`config.mk`:
```
export PLATFORM = sky130hd
export DESIGN_NAME = alu_arbiter_flat
export DESIGN_NICKNAME = d
export VERILOG_FILES = /design/src/rtl/alu_pkg.sv /design/src/rtl/alu_arbiter_if.sv /design/src/rtl/arb_picker.sv /design/src/rtl/alu_arbiter.sv /design/src/flat_wrapper.sv
export SDC_FILE = /design/constraint.sdc
export NUM_CORES = 1
export LEC_CHECK = 0
export ABC_AREA = 1
export BUFFER_PORTS_ARGS = -buffer_cell sky130_fd_sc_hd__buf_2
export CORE_MARGIN = 3
export CORE_UTILIZATION = 40
export DETAILED_ROUTE_END_ITERATION = 16
export PLACE_DENSITY = 0.76
export REMOVE_ABC_BUFFERS = 1
export SETUP_SLACK_MARGIN = 0.4
export SYNTH_ARGS = -nofsm -noshare
export SYNTH_HDL_FRONTEND = slang
export SYNTH_SLANG_ARGS = --single-unit
```
`constraint.sdc`:
```
create_clock -name clk -period 2.9 [get_ports clk]
set_input_delay 0.435 -clock clk [delete_from_list [all_inputs] [get_ports clk]]
set_output_delay 0.435 -clock clk [all_outputs]
set_load 0.05 [all_outputs]
```
`src/rtl/alu_pkg.sv`:
```
`default_nettype none
// ============================================================================
// Module   : alu_pkg
// Purpose  : Shared ALU control codes, arbiter FSM encoding and NREQ bounds.
// Revision : 1.0 - initial release
// ============================================================================
package alu_pkg;

   localparam int NREQ_MIN = 2;
   localparam int NREQ_MAX = 4;

   localparam logic [3:0] ALU_AND  = 4'b0000;
   localparam logic [3:0] ALU_OR   = 4'b0001;
   localparam logic [3:0] ALU_ADD  = 4'b0010;
   localparam logic [3:0] ALU_SUB  = 4'b0011;
   localparam logic [3:0] ALU_SLT  = 4'b0110;
   localparam logic [3:0] ALU_SLTU = 4'b0111;
   localparam logic [3:0] ALU_SLL  = 4'b1000;
   localparam logic [3:0] ALU_SRL  = 4'b1001;
   localparam logic [3:0] ALU_SRA  = 4'b1010;
   localparam logic [3:0] ALU_XOR  = 4'b1100;
   localparam logic [3:0] ALU_NOR  = 4'b1101;
   localparam logic [3:0] ALU_LUI  = 4'b1110;

   typedef enum logic [1:0] {
      ST_IDLE = 2'd0,
      ST_EXEC = 2'd1,
      ST_RESP = 2'd2
   } state_t;

   // Requester index width; never below one bit.
   function automatic int idx_width(input int n);
      return (n > 1) ? $clog2(n) : 1;
   endfunction

endpackage
`default_nettype wire

```
`src/rtl/alu_arbiter_if.sv`:
```
`default_nettype none
// ============================================================================
// Module   : alu_arbiter_if
// Purpose  : Requester request/response bus plus the shared-ALU port.
// Revision : 1.0 - initial release
// ============================================================================
interface alu_arbiter_if #(
   parameter int NREQ = 2
);
   logic [NREQ-1:0]      req_valid;
   logic [NREQ-1:0]      req_ready;
   logic [4*NREQ-1:0]    req_ctl;
   logic [32*NREQ-1:0]   req_a;
   logic [32*NREQ-1:0]   req_b;
   logic [NREQ-1:0]      resp_valid;
   logic [NREQ-1:0]      resp_ready;
   logic [31:0]          resp_data;
   logic                 resp_zero;
   logic                 resp_ovf;
   logic [3:0]           alu_ctl;
   logic [31:0]          alu_a;
   logic [31:0]          alu_b;
   logic [31:0]          alu_out;
   logic                 alu_zero;
   logic                 alu_overflow;

   modport slave (
      input  req_valid, req_ctl, req_a, req_b, resp_ready,
             alu_out, alu_zero, alu_overflow,
      output req_ready, resp_valid, resp_data, resp_zero, resp_ovf,
             alu_ctl, alu_a, alu_b
   );

   modport master (
      output req_valid, req_ctl, req_a, req_b, resp_ready,
             alu_out, alu_zero, alu_overflow,
      input  req_ready, resp_valid, resp_data, resp_zero, resp_ovf,
             alu_ctl, alu_a, alu_b
   );
endinterface
`default_nettype wire

```
`src/rtl/arb_picker.sv`:
```
`default_nettype none
// ============================================================================
// Module   : arb_picker
// Purpose  : One-hot winner from request vector. ALU_ARB_RR_EN selects
//            round-robin (search from ptr+1); otherwise lowest index wins.
// Revision : 1.0 - initial release
// ============================================================================
module arb_picker
   import alu_pkg::*;
#(
   parameter int NREQ = 2,
   parameter int PW   = idx_width(NREQ)
) (
   input  logic [NREQ-1:0] valid_i,
   input  logic [PW-1:0]   ptr_i,
   output logic [NREQ-1:0] grant_o,
   output logic [PW-1:0]   idx_o
);

`ifdef ALU_ARB_RR_EN
   logic w_found;

   always_comb begin
      grant_o = '0;
      idx_o   = '0;
      w_found = 1'b0;
      for (int k = 1; k <= NREQ; k++) begin
         if (!w_found && valid_i[(int'(ptr_i) + k) % NREQ]) begin
            w_found = 1'b1;
            grant_o[(int'(ptr_i) + k) % NREQ] = 1'b1;
            idx_o   = PW'((int'(ptr_i) + k) % NREQ);
         end
      end
   end
`else
   logic w_unused_ptr;
   assign w_unused_ptr = ^ptr_i;

   // Scanning downward lets the lowest valid index overwrite the rest.
   always_comb begin
      grant_o = '0;
      idx_o   = '0;
      for (int k = NREQ - 1; k >= 0; k--) begin
         if (valid_i[k]) begin
            grant_o    = '0;
            grant_o[k] = 1'b1;
            idx_o      = PW'(k);
         end
      end
   end
`endif

endmodule
`default_nettype wire

```
`src/rtl/alu_arbiter.sv`:
```
`default_nettype none
// ============================================================================
// Module   : alu_arbiter
// Purpose  : Shares one combinational ALU among NREQ requesters, one op in
//            flight. Define ALU_ARB_RR_EN for round-robin, else fixed priority.
// Revision : 1.0 - initial release
// ============================================================================
module alu_arbiter
   import alu_pkg::*;
#(
   parameter int NREQ = 2
) (
   input  logic         clk,
   input  logic         reset,
   alu_arbiter_if.slave bus
);

   localparam int PW = idx_width(NREQ);

   state_t            state_q, state_d;
   logic [PW-1:0]     owner_q;
   logic [3:0]        ctl_q;
   logic [31:0]       a_q, b_q, data_q;
   logic              zero_q, ovf_q;
   logic [NREQ-1:0]   resp_valid_q;

   logic [NREQ-1:0]   w_grant, w_req_ready;
   logic [PW-1:0]     w_idx, w_ptr;
   logic              w_load, w_capture, w_accept;

   arb_picker #(
      .NREQ (NREQ),
      .PW   (PW)
   ) u_picker (
      .valid_i (bus.req_valid),
      .ptr_i   (w_ptr),
      .grant_o (w_grant),
      .idx_o   (w_idx)
   );

`ifdef ALU_ARB_RR_EN
   logic [PW-1:0] ptr_q;

   // Pointer starts at NREQ-1 so requester 0 is searched first after reset.
   always_ff @(posedge clk) begin
      if (reset)       ptr_q <= PW'(NREQ - 1);
      else if (w_load) ptr_q <= w_idx;
   end
   assign w_ptr = ptr_q;
`else
   assign w_ptr = '0;
`endif

   always_ff @(posedge clk) begin
      if (reset) state_q <= ST_IDLE;
      else       state_q <= state_d;
   end

   always_comb begin
      state_d = state_q;
      case (state_q)
         ST_IDLE: if (|bus.req_valid)          state_d = ST_EXEC;
         ST_EXEC:                              state_d = ST_RESP;
         ST_RESP: if (bus.resp_ready[owner_q]) state_d = ST_IDLE;
         default:                              state_d = ST_IDLE;
      endcase
   end

   always_comb begin
      w_req_ready = '0;
      w_load      = 1'b0;
      w_capture   = 1'b0;
      w_accept    = 1'b0;
      case (state_q)
         ST_IDLE: begin
            w_req_ready = w_grant;
            w_load      = |bus.req_valid;
         end
         ST_EXEC: w_capture = 1'b1;
         ST_RESP: w_accept  = bus.resp_ready[owner_q];
         default: ;
      endcase
   end

   always_ff @(posedge clk) begin
      if (reset) begin
         owner_q      <= '0;
         ctl_q        <= '0;
         a_q          <= '0;
         b_q          <= '0;
         data_q       <= '0;
         zero_q       <= 1'b0;
         ovf_q        <= 1'b0;
         resp_valid_q <= '0;
      end else begin
         if (w_load) begin
            owner_q <= w_idx;
            ctl_q   <= bus.req_ctl[{w_idx, 2'b00} +: 4];
            a_q     <= bus.req_a[{w_idx, 5'b00000} +: 32];
            b_q     <= bus.req_b[{w_idx, 5'b00000} +: 32];
         end
         if (w_capture) begin
            data_q       <= bus.alu_out;
            zero_q       <= bus.alu_zero;
            ovf_q        <= bus.alu_overflow;
            resp_valid_q <= NREQ'(1) << owner_q;
         end else if (w_accept) begin
            resp_valid_q <= '0;
         end
      end
   end

   assign bus.req_ready  = w_req_ready;
   assign bus.resp_valid = resp_valid_q;
   assign bus.resp_data  = data_q;
   assign bus.resp_zero  = zero_q;
   assign bus.resp_ovf   = ovf_q;
   assign bus.alu_ctl    = ctl_q;
   assign bus.alu_a      = a_q;
   assign bus.alu_b      = b_q;

endmodule
`default_nettype wire

```
`src/flat_wrapper.sv`:
```
// flat-port wrapper written by rule: the top's interface ports become plain ports
module alu_arbiter_flat import alu_pkg::*;
#(
   parameter int NREQ = 2
)
  (clk, reset, bus_req_valid, bus_req_ctl, bus_req_a, bus_req_b, bus_resp_ready, bus_alu_out, bus_alu_zero, bus_alu_overflow, bus_req_ready, bus_resp_valid, bus_resp_data, bus_resp_zero, bus_resp_ovf, bus_alu_ctl, bus_alu_a, bus_alu_b);
  alu_arbiter_if #(.NREQ(NREQ)) bus_i ();
  input  logic clk;
  input  logic reset;
  input wire logic [$bits(bus_i.req_valid)-1:0] bus_req_valid;
  input wire logic [$bits(bus_i.req_ctl)-1:0] bus_req_ctl;
  input wire logic [$bits(bus_i.req_a)-1:0] bus_req_a;
  input wire logic [$bits(bus_i.req_b)-1:0] bus_req_b;
  input wire logic [$bits(bus_i.resp_ready)-1:0] bus_resp_ready;
  input wire logic [$bits(bus_i.alu_out)-1:0] bus_alu_out;
  input wire logic [$bits(bus_i.alu_zero)-1:0] bus_alu_zero;
  input wire logic [$bits(bus_i.alu_overflow)-1:0] bus_alu_overflow;
  output wire logic [$bits(bus_i.req_ready)-1:0] bus_req_ready;
  output wire logic [$bits(bus_i.resp_valid)-1:0] bus_resp_valid;
  output wire logic [$bits(bus_i.resp_data)-1:0] bus_resp_data;
  output wire logic [$bits(bus_i.resp_zero)-1:0] bus_resp_zero;
  output wire logic [$bits(bus_i.resp_ovf)-1:0] bus_resp_ovf;
  output wire logic [$bits(bus_i.alu_ctl)-1:0] bus_alu_ctl;
  output wire logic [$bits(bus_i.alu_a)-1:0] bus_alu_a;
  output wire logic [$bits(bus_i.alu_b)-1:0] bus_alu_b;
  assign bus_i.req_valid = bus_req_valid;
  assign bus_i.req_ctl = bus_req_ctl;
  assign bus_i.req_a = bus_req_a;
  assign bus_i.req_b = bus_req_b;
  assign bus_i.resp_ready = bus_resp_ready;
  assign bus_i.alu_out = bus_alu_out;
  assign bus_i.alu_zero = bus_alu_zero;
  assign bus_i.alu_overflow = bus_alu_overflow;
  assign bus_req_ready = bus_i.req_ready;
  assign bus_resp_valid = bus_i.resp_valid;
  assign bus_resp_data = bus_i.resp_data;
  assign bus_resp_zero = bus_i.resp_zero;
  assign bus_resp_ovf = bus_i.resp_ovf;
  assign bus_alu_ctl = bus_i.alu_ctl;
  assign bus_alu_a = bus_i.alu_a;
  assign bus_alu_b = bus_i.alu_b;
  alu_arbiter #(.NREQ(NREQ)) u_core (.clk(clk), .reset(reset), .bus(bus_i));
endmodule
```
==> tab_implementation.tex <==
\begin{tabular}{lr}
\hline
Metric & Value \\
\hline
\multicolumn{2}{l}{\textbf{Clocking}} \\
Hold-fix buffer count after cts & 0 \\
CTS tree & done \\
Clock Sinks & 107 \\
Clock insertion delay at the later pin of the skew report & 0.35 ns \\
Clock transition at the registers of the reported paths & 0.07 ns \\
Worst-case clock buffer depth & 2 \\
Clock buffer count from CTS & 9 \\
Number of gates resized after cts & 0 \\
Number of buffers inserted to repair setup after CTS & 0 \\
CTS H-tree lvls & 3 \\
CTS root buf & sky130\_fd\_sc\_hd\_\_clkbuf\_16 \\
\multicolumn{2}{l}{\textbf{Timing}} \\
Max Transition Viols Final & 0 \\
Worst slew margin relative to its limit & 52.6\% \\
RSZ-0062 raised after global routing & false \\
Post-route clock period utilization & 65.0\% \\
Final setup violation count & 0 \\
Worst setup slack after layout & 1.02 ns \\
Transition time of the tightest slew-check pin & 0.711 ns \\
Max Freq & 0.531 GHz \\
Post-route minimum period & 1.88 ns \\
Number of hold-slack violations in the final timing report & 0 \\
Clock skew after layout & 0.00542 ns \\
\multicolumn{2}{l}{\textbf{GRT}} \\
Global-route wire length before repair & 24.0 mm \\
Total gr overflow & 0 \\
Number of global-route vias before repair & 5066 \\
Largest net degree at the start of global routing & 138 \\
Antenna violations before repair & 0 \\
Combined global-route utilization of all metal layers & 20.6\% \\
\multicolumn{2}{l}{\textbf{Setup path}} \\
Most used cell along the critical path & sky130\_fd\_sc\_hd\_\_buf\_2 \\
Worst setup path category & input port to primary output \\
Crit path DAT & 1.45 ns \\
Worst R2R Path Depth & 6 \\
Worst-path fanout max & 31 \\
Cell with the largest stage delay on the worst path & sky130\_fd\_sc\_hd\_\_inv\_2 \\
Termination of the worst setup path & bus\_req\_ready[1] \\
Worst r2r src & u\_core.state\_q[0] \\
Reg-to-reg endpoint & u\_core.bus.resp\_data[14] \\
Worst-path cell chain & buf\_2 -> inv\_2 -> nand2\_2 -> nor2\_1 -> buf\_2 \\
Worst setup startpoint & bus\_req\_valid[0] \\
Crit path launch type & input port \\
Worst R2R Setup Slack & 1.31 ns \\
Worst Setup End Kind & primary output \\
Data required time at the worst endpoint & 2.47 ns \\
Stage delay of the slowest cell on the critical path & 0.39 ns \\
\multicolumn{2}{l}{\textbf{Floorplanning}} \\
Rows & 40 \\
Chip Height & 119 µm \\
Effective utilization at floorplan & 41.6\% \\
Die X-Extent & 119 µm \\
Die area & 14200 µm² \\
I/O pin cnt & 282 \\
Core area & 12300 µm² \\
\multicolumn{2}{l}{\textbf{Power}} \\
Leakage Power & 0.00400 µW \\
Combinational power share & 34.0\% \\
Sequential share of power & 39.2\% \\
Relative contribution of the clock network to total power & 26.7\% \\
Internal power contribution & 2670 µW \\
Pwr Density & 645 nW/µm² \\
Peak VDD IR & 0.000444 V \\
Net switching power figure & 1730 µW \\
Switching part of the total & 39.4\% \\
\multicolumn{2}{l}{\textbf{Place}} \\
Worst slack after detailed placement & 0.927 ns \\
Cell area after placement & 6530 µm² \\
Port Buffers & 281 \\
HPWL after detailed placement & 10.8 mm \\
Final weighted congestion of routability-driven global placement & 0.769 \\
\multicolumn{2}{l}{\textbf{Drt}} \\
DRC violations left & 0 \\
Drt via density & 4.50 \\
Number of design-rule violations left by the first detailed-router iteration & 313 \\
Remaining antenna violation count & 0 \\
Detailed-route via count & 5645 \\
First-pass detailed-route iteration total & 4 \\
Final wirelength & 15.1 mm \\
Wire length per cell after detailed routing & 12.0 µm \\
\multicolumn{2}{l}{\textbf{Min path}} \\
Worst Min Path Start & bus\_alu\_out[20] \\
HP Class & input port to flop \\
\multicolumn{2}{l}{\textbf{Cells and area}} \\
Final antenna diode count & 0 \\
Fraction of layout instances using a drive strength above 1 & 28.5\% \\
Final-layout fill cell count & 1261 \\
Final Net Count & 1258 \\
Sequential cell area in the final layout & 2140 µm² \\
Non-Filler Cell Area, Final & 6810 µm² \\
Area added between synthesis and finish & 33.4\% \\
Area of the multi-input gates & 2410 µm² \\
\multicolumn{2}{l}{\textbf{Synth}} \\
Most used standard cell by instance count after synthesis & sky130\_fd\_sc\_hd\_\_nand2\_1 \\
Combined area of all synthesized cells & 5110 µm² \\
Synthesized flop and latch total & 107 \\
Sequential cell area fraction in the yosys report & 42.0\% \\
Library cell with the largest summed area after synthesis & sky130\_fd\_sc\_hd\_\_dfxtp\_1 \\
Portion of synthesized cell area occupied by the leading cell type & 42.0\% \\
Ys Warns & 0 \\
Unique masters post-synth & 18 \\
Average footprint of a synthesized cell & 6.10 µm² \\
Cells after Synth & 837 \\
Dominant cells by area after synthesis & sky130\_fd\_sc\_hd\_\_dfxtp\_1 42\%, sky130\_fd\_sc\_hd\_\_nand2\_1 21\%, sky130\_fd\_sc\_hd\_\_nor2\_1 15\%, sky130\_fd\_sc\_hd\_\_nand3\_1 6.8\%, sky130\_fd\_sc\_hd\_\_inv\_1 5.3\% \\
Share of flip-flops with an asynchronous set or reset after synthesis & 0\% \\
Top flip-flop cell by instance count after synthesis & sky130\_fd\_sc\_hd\_\_dfxtp\_1 \\
Number of enable-type register cells in the synthesized netlist & 0 \\
Most used standard cells in the synthesized netlist & 280 x sky130\_fd\_sc\_hd\_\_nand2\_1, 209 x sky130\_fd\_sc\_hd\_\_nor2\_1, 107 x sky130\_fd\_sc\_hd\_\_dfxtp\_1 \\
\multicolumn{2}{l}{\textbf{Job}} \\
Number of max-cap violations & 0 \\
\multicolumn{2}{l}{\textbf{Outcome}} \\
Run status & finished clean \\
\hline
\end{tabular}
-- worst max-delay path, delay by kind of cell --
kind | cells | cell delay (ns)
buffers and inverters | 3 | 0.78
AND/OR/NAND/NOR | 2 | 0.21
-- power by group through the flow --
stage | registers, µW | clock network [µW] | logic (µW)
after floorplan | 2340 | 0 | 499
after global placement | 1750 | 0 | 1490
final | 1720 | 1180 | 1490
after CTS | 1720 | 1220 | 1510
after global routing | 1740 | 1280 | 1630
after detailed placement | 1760 | 0 | 1500
-- final cells by class --
class | instances | area share, %
clock inverters | 4 | 0.478
multi-input cells | 601 | 35.4
inverters | 75 | 4.13
clock buffers | 11 | 3.71
well taps | 168 | 3.09
flip-flops and latches | 107 | 31.4
repair buffers | 288 | 21.8
-- placed cells by master (no fill, tap or decap), types with 5 or more instances in the layout --
master	n
sky130_fd_sc_hd__buf_2	281
sky130_fd_sc_hd__buf_4	5
sky130_fd_sc_hd__clkbuf_16	9
sky130_fd_sc_hd__dfxtp_1	107
sky130_fd_sc_hd__inv_1	71
sky130_fd_sc_hd__nand2_1	280
sky130_fd_sc_hd__nand3_1	69
sky130_fd_sc_hd__nor2_1	209
sky130_fd_sc_hd__o21ai_0	34
-- layer usage --
layer  vias to the layer above  wire [µm]  track usage, %
met4                         0        365            8.11
met1                      2405       6310            24.4
li1                       2991          -               -
met2                       229       6970            33.9
met5                         -          0               0
met3                        20       1450            7.74
-- worst min path at each step --
stage	end	slack, ns	cells past startpoint
6_report	u_core.bus.resp_data[20]	0.30	3
3_3_place_gp	u_core.bus.resp_valid[0]	0.45	2
2_1_floorplan	u_core.bus.resp_valid[1]	0.49	2
4_1_cts	u_core.bus.resp_data[20]	0.28	3
5_1_grt	u_core.bus.resp_data[29]	0.29	3
3_5_place_dp	u_core.bus.resp_valid[0]	0.47	2
-- sequential cells by signal, indices dropped and copies added (netlist names) --
signal / cells
u_core.bus.alu_a: 32
u_core.bus.alu_b: 32
u_core.bus.alu_ctl: 4
u_core.bus.resp_data: 32
u_core.bus.resp_ovf: 1
u_core.bus.resp_valid: 2
u_core.bus.resp_zero: 1
u_core.owner_q: 1
u_core.state_q: 2
-- cells by family after synthesis --
group           Yosys count  synth area share (%)
simple gates            562                  43.2
compound gates           39                  3.90
flops                   107                  42.0
buf+inv                 129                  11.0
-- metrics by stage --
stage	setup TNS [ns]	std cells	hold WS [ns]	utilization (%)	power (µW)
2_1_floorplan	-34.55	783	0.486	-	2840
3_3_place_gp	0	1239	0.450	53.2	3240
3_5_place_dp	0	1239	0.469	53.2	3260
4_1_cts	0	1254	0.281	55.6	4460
5_1_grt	0	1254	0.294	55.6	4650
6_report	0	1254	0.299	55.6	4390
Note: power is estimated with default switching activity, not from simulation.
